$ cat config.mk
export PLATFORM = sky130hd
export DESIGN_NAME = eth_gmii_frame_decoder_flat
export DESIGN_NICKNAME = d
export VERILOG_FILES = /design/src/rtl/eth_mon_pkg.sv /design/src/rtl/eth_gmii_frame_decoder_if.sv /design/src/rtl/eth_crc32_d8.sv /design/src/rtl/eth_gmii_frame_decoder.sv /design/src/flat_wrapper.sv
export SDC_FILE = /design/constraint.sdc
export NUM_CORES = 1
export LEC_CHECK = 0
export ABC_AREA = 1
export ABC_CLOCK_PERIOD_IN_PS = 1750
export BUFFER_PORTS_ARGS = -buffer_cell sky130_fd_sc_hd__buf_2
export CAP_MARGIN = 20
export CORE_MARGIN = 4
export CORE_UTILIZATION = 53
export DETAILED_ROUTE_END_ITERATION = 12
export PLACE_DENSITY = 0.76
export SKIP_LAST_GASP = 1
export SLEW_MARGIN = 20
export SYNTH_ARGS = -nofsm -noshare
export SYNTH_HDL_FRONTEND = slang
export SYNTH_SLANG_ARGS = --single-unit
$ cat constraint.sdc
create_clock -name tx_clk -period 1.75 [get_ports tx_clk]
set_input_delay 0.175 -clock tx_clk [delete_from_list [all_inputs] [get_ports tx_clk]]
set_output_delay 0.175 -clock tx_clk [all_outputs]
set_load 0.01 [all_outputs]
$ cat src/rtl/eth_mon_pkg.sv
// Shared types and constants for the GMII frame decoder: FSM states, CRC-32
// constants, preamble/SFD codes and the VLAN TPID, plus the byte-wide CRC step.
package eth_mon_pkg;

  typedef enum logic [2:0] {
    ST_IDLE  = 3'd0,
    ST_PRMBL = 3'd1,
    ST_DA    = 3'd2,
    ST_SA    = 3'd3,
    ST_TYPE  = 3'd4,
    ST_DATA  = 3'd5,
    ST_DROP  = 3'd6
  } state_e;

  localparam logic [31:0] CRC_POLY    = 32'hEDB88320;
  localparam logic [31:0] CRC_INIT    = 32'hFFFFFFFF;
  localparam logic [31:0] CRC_RESIDUE = 32'hDEBB20E3;
  localparam logic [7:0]  PRMBL_BYTE  = 8'h55;
  localparam logic [7:0]  SFD_BYTE    = 8'hD5;
  localparam logic [15:0] VLAN_TPID   = 16'h8100;

  // Reflected CRC-32 advanced by one byte, data consumed LSB first.
  function automatic logic [31:0] crc32_d8_step(input logic [31:0] crc, input logic [7:0] data);
    logic [31:0] c;
    c = crc ^ {24'h000000, data};
    for (int i = 0; i < 8; i++) begin
      if (c[0]) begin
        c = {1'b0, c[31:1]} ^ CRC_POLY;
      end else begin
        c = {1'b0, c[31:1]};
      end
    end
    return c;
  endfunction

endpackage

$ cat src/rtl/eth_gmii_frame_decoder_if.sv
// GMII byte stream bundle as produced by the MII/RGMII-to-GMII demultiplexer.
interface eth_gmii_frame_decoder_if;
  logic [7:0] txd;
  logic       tx_dv;
  logic       tx_er;

  modport master (output txd, tx_dv, tx_er);
  modport slave  (input  txd, tx_dv, tx_er);
endinterface

$ cat src/rtl/eth_crc32_d8.sv
// Combinational next-state of the reflected CRC-32 register for one data byte.
module eth_crc32_d8
  import eth_mon_pkg::*;
(
  input  logic [31:0] crc_in,
  input  logic [7:0]  data,
  output logic [31:0] crc_out
);

  // One byte of CRC advance per clock.
  always_comb begin
    crc_out = crc32_d8_step(crc_in, data);
  end

endmodule

$ cat src/rtl/eth_gmii_frame_decoder.sv
// GMII frame decoder: strips preamble/SFD, extracts DA/SA/type, streams payload
// without FCS, checks CRC/length/framing and publishes status with a done pulse.
module eth_gmii_frame_decoder
  import eth_mon_pkg::*;
#(
  parameter int unsigned MIN_FRM_LEN = 64,
  parameter int unsigned MAX_FRM_LEN = 1518,
  parameter int unsigned JUMBO_LEN   = 9600,
  parameter int unsigned STD_PRMBL   = 7
) (
  input  logic                           tx_clk,
  input  logic                           reset,
  eth_gmii_frame_decoder_if.slave        gmii,
  input  logic                           jumbo_en,
  output logic [47:0]                    dst,
  output logic [47:0]                    src,
  output logic [15:0]                    frmtype,
  output logic [13:0]                    prmble_len,
  output logic [15:0]                    byte_cnt,
  output logic [7:0]                     payload,
  output logic                           payload_vld,
  output logic                           is_vlan,
  output logic                           crc_err,
  output logic                           prmbl_err,
  output logic                           len_err,
  output logic                           frame_err,
  output logic                           end_err,
  output logic                           frm_rcvd
);

  localparam logic [15:0] MIN_C   = 16'(MIN_FRM_LEN);
  localparam logic [15:0] MAX_C   = 16'(MAX_FRM_LEN);
  localparam logic [15:0] JUMBO_C = 16'(JUMBO_LEN);
  localparam logic [13:0] STD_C   = 14'(STD_PRMBL);

  state_e      state_q, state_d;
  logic [13:0] prm_cnt_q, prm_cnt_d;
  logic [2:0]  fld_cnt_q, fld_cnt_d;
  logic [15:0] cnt_acc_q, cnt_acc_d;
  logic [31:0] crc_q, crc_d, crc_next_s;
  logic [47:0] dst_acc_q, dst_acc_d, src_acc_q, src_acc_d;
  logic [15:0] type_acc_q, type_acc_d;
  logic        prmbl_err_acc_q, prmbl_err_acc_d;
  logic        frame_err_acc_q, frame_err_acc_d;
  logic [31:0] dly_q, dly_d;
  logic [2:0]  fill_q, fill_d;

  logic [47:0] dst_q, dst_d, src_q, src_d;
  logic [15:0] frmtype_q, frmtype_d;
  logic [13:0] prmble_len_q, prmble_len_d;
  logic [15:0] byte_cnt_q, byte_cnt_d;
  logic [7:0]  payload_q, payload_d;
  logic        payload_vld_q, payload_vld_d;
  logic        is_vlan_q, is_vlan_d;
  logic        crc_err_q, crc_err_d;
  logic        prmbl_err_q, prmbl_err_d;
  logic        len_err_q, len_err_d;
  logic        frame_err_q, frame_err_d;
  logic        end_err_q, end_err_d;
  logic        frm_rcvd_q, frm_rcvd_d;

  logic        vlan_s;
  logic [15:0] limit_s;
  logic        len_bad_s;

  eth_crc32_d8 u_crc (
    .crc_in  (crc_q),
    .data    (gmii.txd),
    .crc_out (crc_next_s)
  );

  // Next-state, field accumulation, payload delay line and end-of-frame status latch.
  always_comb begin
    state_d         = state_q;
    prm_cnt_d       = prm_cnt_q;
    fld_cnt_d       = fld_cnt_q;
    cnt_acc_d       = cnt_acc_q;
    crc_d           = crc_q;
    dst_acc_d       = dst_acc_q;
    src_acc_d       = src_acc_q;
    type_acc_d      = type_acc_q;
    prmbl_err_acc_d = prmbl_err_acc_q;
    frame_err_acc_d = frame_err_acc_q;
    dly_d           = dly_q;
    fill_d          = fill_q;
    dst_d           = dst_q;
    src_d           = src_q;
    frmtype_d       = frmtype_q;
    prmble_len_d    = prmble_len_q;
    byte_cnt_d      = byte_cnt_q;
    payload_d       = payload_q;
    payload_vld_d   = 1'b0;
    is_vlan_d       = is_vlan_q;
    crc_err_d       = crc_err_q;
    prmbl_err_d     = prmbl_err_q;
    len_err_d       = len_err_q;
    frame_err_d     = frame_err_q;
    end_err_d       = end_err_q;
    frm_rcvd_d      = 1'b0;

    vlan_s    = (type_acc_q == VLAN_TPID);
    limit_s   = (jumbo_en ? JUMBO_C : MAX_C) + (vlan_s ? 16'd4 : 16'd0);
    len_bad_s = (cnt_acc_q < MIN_C) || (cnt_acc_q > limit_s);

    if ((state_q != ST_IDLE) && !gmii.tx_dv) begin
      // dv just fell: publish everything accumulated for this frame
      state_d      = ST_IDLE;
      frm_rcvd_d   = 1'b1;
      dst_d        = dst_acc_q;
      src_d        = src_acc_q;
      frmtype_d    = type_acc_q;
      prmble_len_d = prm_cnt_q;
      byte_cnt_d   = cnt_acc_q;
      is_vlan_d    = vlan_s;
      crc_err_d    = (crc_q != CRC_RESIDUE);
      prmbl_err_d  = prmbl_err_acc_q;
      len_err_d    = len_bad_s;
      frame_err_d  = frame_err_acc_q;
      end_err_d    = state_q inside {ST_PRMBL, ST_DA, ST_SA, ST_TYPE};
    end else if (gmii.tx_dv) begin
      frame_err_acc_d = frame_err_acc_q | gmii.tx_er;
      if (state_q inside {ST_DA, ST_SA, ST_TYPE, ST_DATA}) begin
        crc_d     = crc_next_s;
        cnt_acc_d = (cnt_acc_q == 16'hFFFF) ? cnt_acc_q : cnt_acc_q + 16'd1;
      end else begin
        crc_d     = crc_q;
      end

      case (state_q)
        ST_IDLE: begin
          cnt_acc_d       = 16'd0;
          crc_d           = CRC_INIT;
          dst_acc_d       = 48'd0;
          src_acc_d       = 48'd0;
          type_acc_d      = 16'd0;
          fld_cnt_d       = 3'd0;
          fill_d          = 3'd0;
          frame_err_acc_d = gmii.tx_er;
          if (gmii.txd == PRMBL_BYTE) begin
            state_d         = ST_PRMBL;
            prm_cnt_d       = 14'd1;
            prmbl_err_acc_d = 1'b0;
          end else if (gmii.txd == SFD_BYTE) begin
            state_d         = ST_DA;
            prm_cnt_d       = 14'd0;
            prmbl_err_acc_d = 1'b1;
          end else begin
            state_d         = ST_DROP;
            prm_cnt_d       = 14'd0;
            prmbl_err_acc_d = 1'b1;
          end
        end
        ST_PRMBL: begin
          if (gmii.txd == PRMBL_BYTE) begin
            prm_cnt_d = (prm_cnt_q == 14'h3FFF) ? prm_cnt_q : prm_cnt_q + 14'd1;
          end else if (gmii.txd == SFD_BYTE) begin
            state_d         = ST_DA;
            prmbl_err_acc_d = (prm_cnt_q != STD_C);
          end else begin
            state_d         = ST_DROP;
            prmbl_err_acc_d = 1'b1;
          end
        end
        ST_DA: begin
          dst_acc_d = {dst_acc_q[39:0], gmii.txd};
          if (fld_cnt_q == 3'd5) begin
            state_d   = ST_SA;
            fld_cnt_d = 3'd0;
          end else begin
            fld_cnt_d = fld_cnt_q + 3'd1;
          end
        end
        ST_SA: begin
          src_acc_d = {src_acc_q[39:0], gmii.txd};
          if (fld_cnt_q == 3'd5) begin
            state_d   = ST_TYPE;
            fld_cnt_d = 3'd0;
          end else begin
            fld_cnt_d = fld_cnt_q + 3'd1;
          end
        end
        ST_TYPE: begin
          type_acc_d = {type_acc_q[7:0], gmii.txd};
          if (fld_cnt_q == 3'd1) begin
            state_d   = ST_DATA;
            fld_cnt_d = 3'd0;
            fill_d    = 3'd0;
          end else begin
            fld_cnt_d = fld_cnt_q + 3'd1;
          end
        end
        ST_DATA: begin
          // Four bytes in flight hold back the FCS; only older bytes leave.
          dly_d = {dly_q[23:0], gmii.txd};
          if (fill_q == 3'd4) begin
            payload_d     = dly_q[31:24];
            payload_vld_d = 1'b1;
          end else begin
            fill_d        = fill_q + 3'd1;
          end
        end
        ST_DROP: begin
          state_d = ST_DROP;
        end
        default: begin
          state_d = ST_IDLE;
        end
      endcase
    end else begin
      state_d = state_q;
    end
  end

  // State and output registers with synchronous reset.
  always_ff @(posedge tx_clk) begin
    if (reset) begin
      state_q         <= ST_IDLE;
      prm_cnt_q       <= 14'd0;
      fld_cnt_q       <= 3'd0;
      cnt_acc_q       <= 16'd0;
      crc_q           <= CRC_INIT;
      dst_acc_q       <= 48'd0;
      src_acc_q       <= 48'd0;
      type_acc_q      <= 16'd0;
      prmbl_err_acc_q <= 1'b0;
      frame_err_acc_q <= 1'b0;
      dly_q           <= 32'd0;
      fill_q          <= 3'd0;
      dst_q           <= 48'd0;
      src_q           <= 48'd0;
      frmtype_q       <= 16'd0;
      prmble_len_q    <= 14'd0;
      byte_cnt_q      <= 16'd0;
      payload_q       <= 8'd0;
      payload_vld_q   <= 1'b0;
      is_vlan_q       <= 1'b0;
      crc_err_q       <= 1'b0;
      prmbl_err_q     <= 1'b0;
      len_err_q       <= 1'b0;
      frame_err_q     <= 1'b0;
      end_err_q       <= 1'b0;
      frm_rcvd_q      <= 1'b0;
    end else begin
      state_q         <= state_d;
      prm_cnt_q       <= prm_cnt_d;
      fld_cnt_q       <= fld_cnt_d;
      cnt_acc_q       <= cnt_acc_d;
      crc_q           <= crc_d;
      dst_acc_q       <= dst_acc_d;
      src_acc_q       <= src_acc_d;
      type_acc_q      <= type_acc_d;
      prmbl_err_acc_q <= prmbl_err_acc_d;
      frame_err_acc_q <= frame_err_acc_d;
      dly_q           <= dly_d;
      fill_q          <= fill_d;
      dst_q           <= dst_d;
      src_q           <= src_d;
      frmtype_q       <= frmtype_d;
      prmble_len_q    <= prmble_len_d;
      byte_cnt_q      <= byte_cnt_d;
      payload_q       <= payload_d;
      payload_vld_q   <= payload_vld_d;
      is_vlan_q       <= is_vlan_d;
      crc_err_q       <= crc_err_d;
      prmbl_err_q     <= prmbl_err_d;
      len_err_q       <= len_err_d;
      frame_err_q     <= frame_err_d;
      end_err_q       <= end_err_d;
      frm_rcvd_q      <= frm_rcvd_d;
    end
  end

  assign dst         = dst_q;
  assign src         = src_q;
  assign frmtype     = frmtype_q;
  assign prmble_len  = prmble_len_q;
  assign byte_cnt    = byte_cnt_q;
  assign payload     = payload_q;
  assign payload_vld = payload_vld_q;
  assign is_vlan     = is_vlan_q;
  assign crc_err     = crc_err_q;
  assign prmbl_err   = prmbl_err_q;
  assign len_err     = len_err_q;
  assign frame_err   = frame_err_q;
  assign end_err     = end_err_q;
  assign frm_rcvd    = frm_rcvd_q;

endmodule

$ cat src/flat_wrapper.sv
// flat-port wrapper written by rule: the top's interface ports become plain ports
module eth_gmii_frame_decoder_flat import eth_mon_pkg::*;
#(
  parameter int unsigned MIN_FRM_LEN = 64,
  parameter int unsigned MAX_FRM_LEN = 1518,
  parameter int unsigned JUMBO_LEN   = 9600,
  parameter int unsigned STD_PRMBL   = 7
)
  (tx_clk, reset, jumbo_en, dst, src, frmtype, prmble_len, byte_cnt, payload, payload_vld, is_vlan, crc_err, prmbl_err, len_err, frame_err, end_err, frm_rcvd, gmii_txd, gmii_tx_dv, gmii_tx_er);
  eth_gmii_frame_decoder_if gmii_i ();
  input  logic tx_clk;
  input  logic reset;
  input  logic jumbo_en;
  output logic [47:0] dst;
  output logic [47:0] src;
  output logic [15:0] frmtype;
  output logic [13:0] prmble_len;
  output logic [15:0] byte_cnt;
  output logic [7:0] payload;
  output logic payload_vld;
  output logic is_vlan;
  output logic crc_err;
  output logic prmbl_err;
  output logic len_err;
  output logic frame_err;
  output logic end_err;
  output logic frm_rcvd;
  input wire logic [$bits(gmii_i.txd)-1:0] gmii_txd;
  input wire logic [$bits(gmii_i.tx_dv)-1:0] gmii_tx_dv;
  input wire logic [$bits(gmii_i.tx_er)-1:0] gmii_tx_er;
  assign gmii_i.txd = gmii_txd;
  assign gmii_i.tx_dv = gmii_tx_dv;
  assign gmii_i.tx_er = gmii_tx_er;
  eth_gmii_frame_decoder #(.MIN_FRM_LEN(MIN_FRM_LEN), .MAX_FRM_LEN(MAX_FRM_LEN), .JUMBO_LEN(JUMBO_LEN), .STD_PRMBL(STD_PRMBL)) u_core (.tx_clk(tx_clk), .reset(reset), .gmii(gmii_i), .jumbo_en(jumbo_en), .dst(dst), .src(src), .frmtype(frmtype), .prmble_len(prmble_len), .byte_cnt(byte_cnt), .payload(payload), .payload_vld(payload_vld), .is_vlan(is_vlan), .crc_err(crc_err), .prmbl_err(prmbl_err), .len_err(len_err), .frame_err(frame_err), .end_err(end_err), .frm_rcvd(frm_rcvd));
endmodule
# Word-level counts from Yosys, hierarchy flattened
# Index checks and enable logic that the tools add are counted.
# totals
word_cells	142
mem_bits_ro	0
latchBits	0
mem_count	0
inputBits	13
ramBits	0
regBits	375
output_inout_bits	158
# classes
n_addsub	5
n_shift	0
eq_ne	24
n_reduce_logical	30
mul	0
magnitude_cmp	2
n_bitwise	13
div_mod_pow	0
n_mux	42
# ops
cell	n
two-way mux 32 bit	10
case mux 48 bit (2 select lines)	2
NOT 13 -> 14 bit	8
two-way mux 16 bit	3
two-way mux 14 bit	3
two-way mux 3 bit	11
equality test 16 bit (second input constant)	2
!= test 32 bit (second input constant)	1
case mux 16 bit (2 select lines)	1
bitwise XOR 32 x 8 -> 32 bit	1
case mux 14 bit (2 select lines)	1
case mux 3 bit (7 select lines)	1
case mux 3 bit (3 select lines)	2
AND reduction 3 bit	6
adder 16 x 1 -> 16 bit (second input constant)	1
adder 16 bit	1
> comparator 16 bit	1
< comparator 16 x 7 -> 1 bit (second input constant)	1
!= test 2 bit (second input constant)	8
equality test 3 bit (second input constant)	5
adder 14 x 1 -> 14 bit (second input constant)	1
equality test 14 bit (second input constant)	1
!= test 14 x 3 -> 1 bit (second input constant)	1
AND reduction 4 bit	3
other kinds (21)	41

# Logic depth before layout (Yosys ltp)
# depth
ltp_word	19
depth_mapped	18
ltp_nobuf	18

# Cells and area by module
# A second synthesis with hierarchy kept.
# hier_totals
hier_cells	2119
hier_area_um2	15886.5
# by_module_without_submodules
module	area_each_um2	instances	seq_area_each_um2	cells_per_inst
eth_gmii_frame_decoder	14581.5	1	7507.2	1911
eth_crc32_d8	1305.0	1	0.0	208

# Least setup slack after synthesis
# No wires, ideal clock.
# synth_path
kind	register -> register
from	register u_core.type_acc_q[10]
to	register u_core.len_err_q, in the netlist u_core.len_err
required_ps	1692
path_buffers	0
period_less_slack_ps	1764
path_slack_ps	-14
setup_time_ps	58
t_arrival_ps	1706
stages_incl_launch_ff	17
path_cell_list	dfxtp_1 > inv_1 > nand4_1 > nor2_1 > nand3_1 > ha_1 > ha_1 > nand2_1 > o21ai_0 > nand2b_1 > nand2_1 > nand2_1 > nand2_1 > nand2_1 > nand2_1 > nand2_1 > nand2_1
# synth_via
elab_chain_cells	5
# synth_rtl
item	line	rtl
start, declared	eth_gmii_frame_decoder.sv:42	logic [15:0] type_acc_q, type_acc_d;
start signal, assigned	eth_gmii_frame_decoder.sv:251	type_acc_q <= type_acc_d;
equality test 16 bit	eth_gmii_frame_decoder.sv:101	vlan_s = (type_acc_q == VLAN_TPID);
two-way mux 3 bit	eth_gmii_frame_decoder.sv:102	limit_s = (jumbo_en ? JUMBO_C : MAX_C) + (vlan_s ? 16'd4 : 16'd0);
adder 16 bit	eth_gmii_frame_decoder.sv:102	
> comparator 16 bit	eth_gmii_frame_decoder.sv:103	len_bad_s = (cnt_acc_q < MIN_C) || (cnt_acc_q > limit_s);
logical OR 1 bit	eth_gmii_frame_decoder.sv:103	
end signal, assigned	eth_gmii_frame_decoder.sv:266	len_err_q <= len_err_d;
end, declared	eth_gmii_frame_decoder.sv:57	logic len_err_q, len_err_d;
# No other way between the ends.
# A chain may end at the register's enable or synchronous reset.

# Worst setup path in the final report
# layout_path
from	register u_core.type_acc_q[10]
to	register u_core.len_err_q, in the netlist u_core.len_err
# layout_via
elab_chain_cells	5
# layout_rtl
item	line	rtl
equality test 16 bit	eth_gmii_frame_decoder.sv:101	
named net u_core.vlan_s	eth_gmii_frame_decoder.sv:62	logic vlan_s;
two-way mux 3 bit	eth_gmii_frame_decoder.sv:102	
adder 16 bit	eth_gmii_frame_decoder.sv:102	
> comparator 16 bit	eth_gmii_frame_decoder.sv:103	
logical OR 1 bit	eth_gmii_frame_decoder.sv:103	
# The timed path passes the listed nets, and every way through them passes these cells.

==> results.toml <==
[sta]
rsz0062_at_grt = "true"
setup_viol = 1
slew_viol_final = 0
period_share_pct = 115
relSlewSlack_pct = 35.2
clock.fmax_mhz = 498
layout_setup_ws_ns = -0.257
tightest_slew_ns = 0.973
timing_hold_violations_final = 0
fin_skew_ns = 0.0113
fin_crit_ns = 2.01

[route]
drt-wirelength-per-cell_um = 15.8
vias = 14694
vias_per_cell = 5.35
ant_nets = 0
initialDrtViolationCount = 1255
drc = 0
drt-total-wl_um = 43300
first_pass_iters = 5

[clocking]
cts_sinks = 375
root_buffer = "clkbuf_16"
clk_latency_ns = 0.53
h-tree-depth = 2
cts_tree = "done"
clk_pin_slew_ns = 0.06
cts_buffers = 39
cts_buffer_depth = 3

[worst_setup_path]
critPathLaunch = "u_core.type_acc_q[10]$_SDFFE_PP0P_"
crit_fanout = 3
cp_slowest_cell = "dfxtp_1"
cp-end-kind = "flop"
worstPathCellList = "inv_2 > nand4_1 > nor2_1 > nand3_2 > inv_2 > ha_4 > inv_2 > ha_4 > nand4_1 > nand2b_1 > nand2_1 > nand2_1 > nand2_1 > nand2_1 > nand2_1 > nand2_1 > nand2_1"
crit_path_max_incr_delay_ns = 0.31
cpMostUsedCell = "nand2_1"
r2r-start = "u_core.type_acc_q[10]$_SDFFE_PP0P_"
cp.arrival_ns = 2.48
endpoint = "u_core.len_err$_SDFFE_PP0P_"
worst-r2r-cell-count = 17
r2r_end = "u_core.len_err$_SDFFE_PP0P_"
reg2reg_slack_ns = -0.26
crit_type = "flop to flop"
required_ns = 2.22
critPathLaunchType = "flop"

[placed_design]
dpl.cell_count = 2669
dpl_worst_slack_ns = -0.200
io_buffers = 170
gp_congestion = 0.948
dp.final_hpwl_um = 29900

[grt]
grt_max_degree = 89
grt_pass1_wl_um = 68200
grt_pass1_vias = 13807
grt_antenna_before_repair = 0
grt_overflow = 0
grt_util_all_layers_pct = 25.8

[logic_synthesis]
synth_seq_cells = 375
avgSynthCellArea_um2 = 7.42
syn_area_um2 = 15500
synth_cell_type_count = 40
muxShareOfSynthArea_pct = 0
synth_top_family_by_area = "simple AND/OR/NAND/NOR gates"
yosysSeqAreaShare_pct = 48.4
synth_xor_area_share_pct = 2.37
synth_nets = 2117
synth_compound_area_share_pct = 15.8
synth-simple-area-share_pct = 23.3
synthAdderAreaFrac_pct = 1.05
yosysWarnings = 0
syn_inst = 2091

[finish]
fin_util_pct = 66.5
layout-drive-gt1-share_pct = 19.3
layout_common_cells = "505 x nand2_1, 362 x dfxtp_1, 218 x inv_1"
diodes = 0
area_growth_pct = 23.3
fin_cells = 2746
layout.nets = 2359
final_common_cell = "nand2_1"

[floorplanning]
io_pins = 171
coreArea_um2 = 28800
die_w_um = 179
die_h_um = 179
row_count = 62
dieArea_um2 = 32100
initial_core_util_pct = 53.9

[hold_path]
min_path_type = "primary input to flop"

[run]
drv_cap = 0

[power]
ir_drop_mv = 0.919
p_leak_uw = 0.00831
p_per_area_nw_per_um2 = 1540
finalPower_uw = 29400

[outcome]
outcome = "finished with violations"
violations = "setup timing"
per-stage QoR:
stage	hold slack, ns	cell area (µm²)	TNS (ns)
after floorplan	0.313	15500	-0.00611
after global placement	0.432	17500	-0.133
after detailed placement	0.439	17500	-0.200
after CTS	0.00710	18900	-0.196
after global routing	0.0217	19100	-0.562
final	0.00922	19100	-0.257
cell families after synthesis:
family	count (synthesis)
and+or+nand+nor	865
xor gates and xnor gates	42
AOI/OAI and AO/OA	446
adders and majority gates	13
DFF	375
buffers and inverters	350
worst min-delay path by stage:
stage / slack [ns] / depth (start not counted) / endpoint / from
floorplan: 0.31 / 2 / u_core.src_acc_q[0]$_SDFFE_PP0P_ / gmii_txd[0]
global placement: 0.43 / 2 / u_core.frmtype[7]$_SDFFE_PP0P_ / u_core.frmtype[7]$_SDFFE_PP0P_
detailed placement: 0.44 / 2 / u_core.src[35]$_SDFFE_PP0P_ / u_core.src[35]$_SDFFE_PP0P_
CTS: 0.007 / 3 / u_core.dly_q[4]$_SDFFE_PP0P_ / gmii_txd[4]
global route: 0.02 / 3 / u_core.dly_q[4]$_SDFFE_PP0P_ / gmii_txd[4]
finish: 0.009 / 3 / u_core.dly_q[4]$_SDFFE_PP0P_ / gmii_txd[4]
cell type report:
| class | count | area, µm² |
|---|---|---|
| Clock buffer | 56 | 1110 |
| Clock inverter | 14 | 218 |
| Fill cell | 2500 | 9650 |
| Inverter | 234 | 888 |
| Multi-Input combinational cell | 1366 | 6750 |
| Sequential cell | 375 | 7530 |
| Tap cell | 384 | 480 |
| Timing Repair Buffer | 317 | 2150 |
repair_timing:
item / CTS / global route
cloned: 0 / 0
hold buffers: 1 / 0
resized for setup: 1 / 59
buffers inserted: 1 / 5
hold endpoints to repair: 1 / 0
pin swaps: 3 / 14
setup endpoints to repair: 1 / 136
flip-flops by register name, indices dropped and copies added (netlist names), 3 cells and up:
signal and cells:
u_core.cnt_acc_q 16, u_core.frmtype 16, u_core.type_acc_q 16, u_core.fld_cnt_q 3, u_core.prmble_len 14, u_core.byte_cnt 16, u_core.state_q 3, u_core.src_acc_q 48
u_core.dst 48, u_core.crc_q 32, u_core.fill_q 3, u_core.payload 8, u_core.src 48, u_core.dst_acc_q 48, u_core.prm_cnt_q 14, u_core.dly_q 32
layer usage:
layer	track usage (%)	share of wire, %
met5	0	0
met4	9.46	3.2
met3	3.23	5.3
met2	44.1	49
met1	33.7	43
report_power, final:
| part | switching, µW | internal [µW] |
|---|---|---|
| Combinational | 6630 | 4000 |
| Sequential | 781 | 9490 |
| Clock | 3350 | 5180 |
worst max-delay path, delay by kind of cell (launching register included):
kind          cells  cell delay [ns]
simple gates     12             1.08
fa+ha+maj         2             0.37
flops             1             0.31
buf+inv           3             0.20
cell usage after synthesis, drive strengths merged:
master  number  area (µm²)
o21ai      191         956
a22o        14         123
nand2      519        1970
clkbuf      57         214
nand4       21         131
nor3        25         141
nor4         7        43.8
o22ai       49         307
o211ai      10        80.1
nand3      112         573
inv        233         875
clkinv       1        5.00
ha          13         163
a21oi      156         785
dfxtp      375        7510
and3         1        6.26
nor2       173         697
nor3b        2        15.0
buf         59         327
a211oi      26         200
or2          2        12.5
nand2b       1        6.26
xor2        34         298
nand3b       2        15.0
xnor2        8        70.1
(Power assumes the default switching activity.)
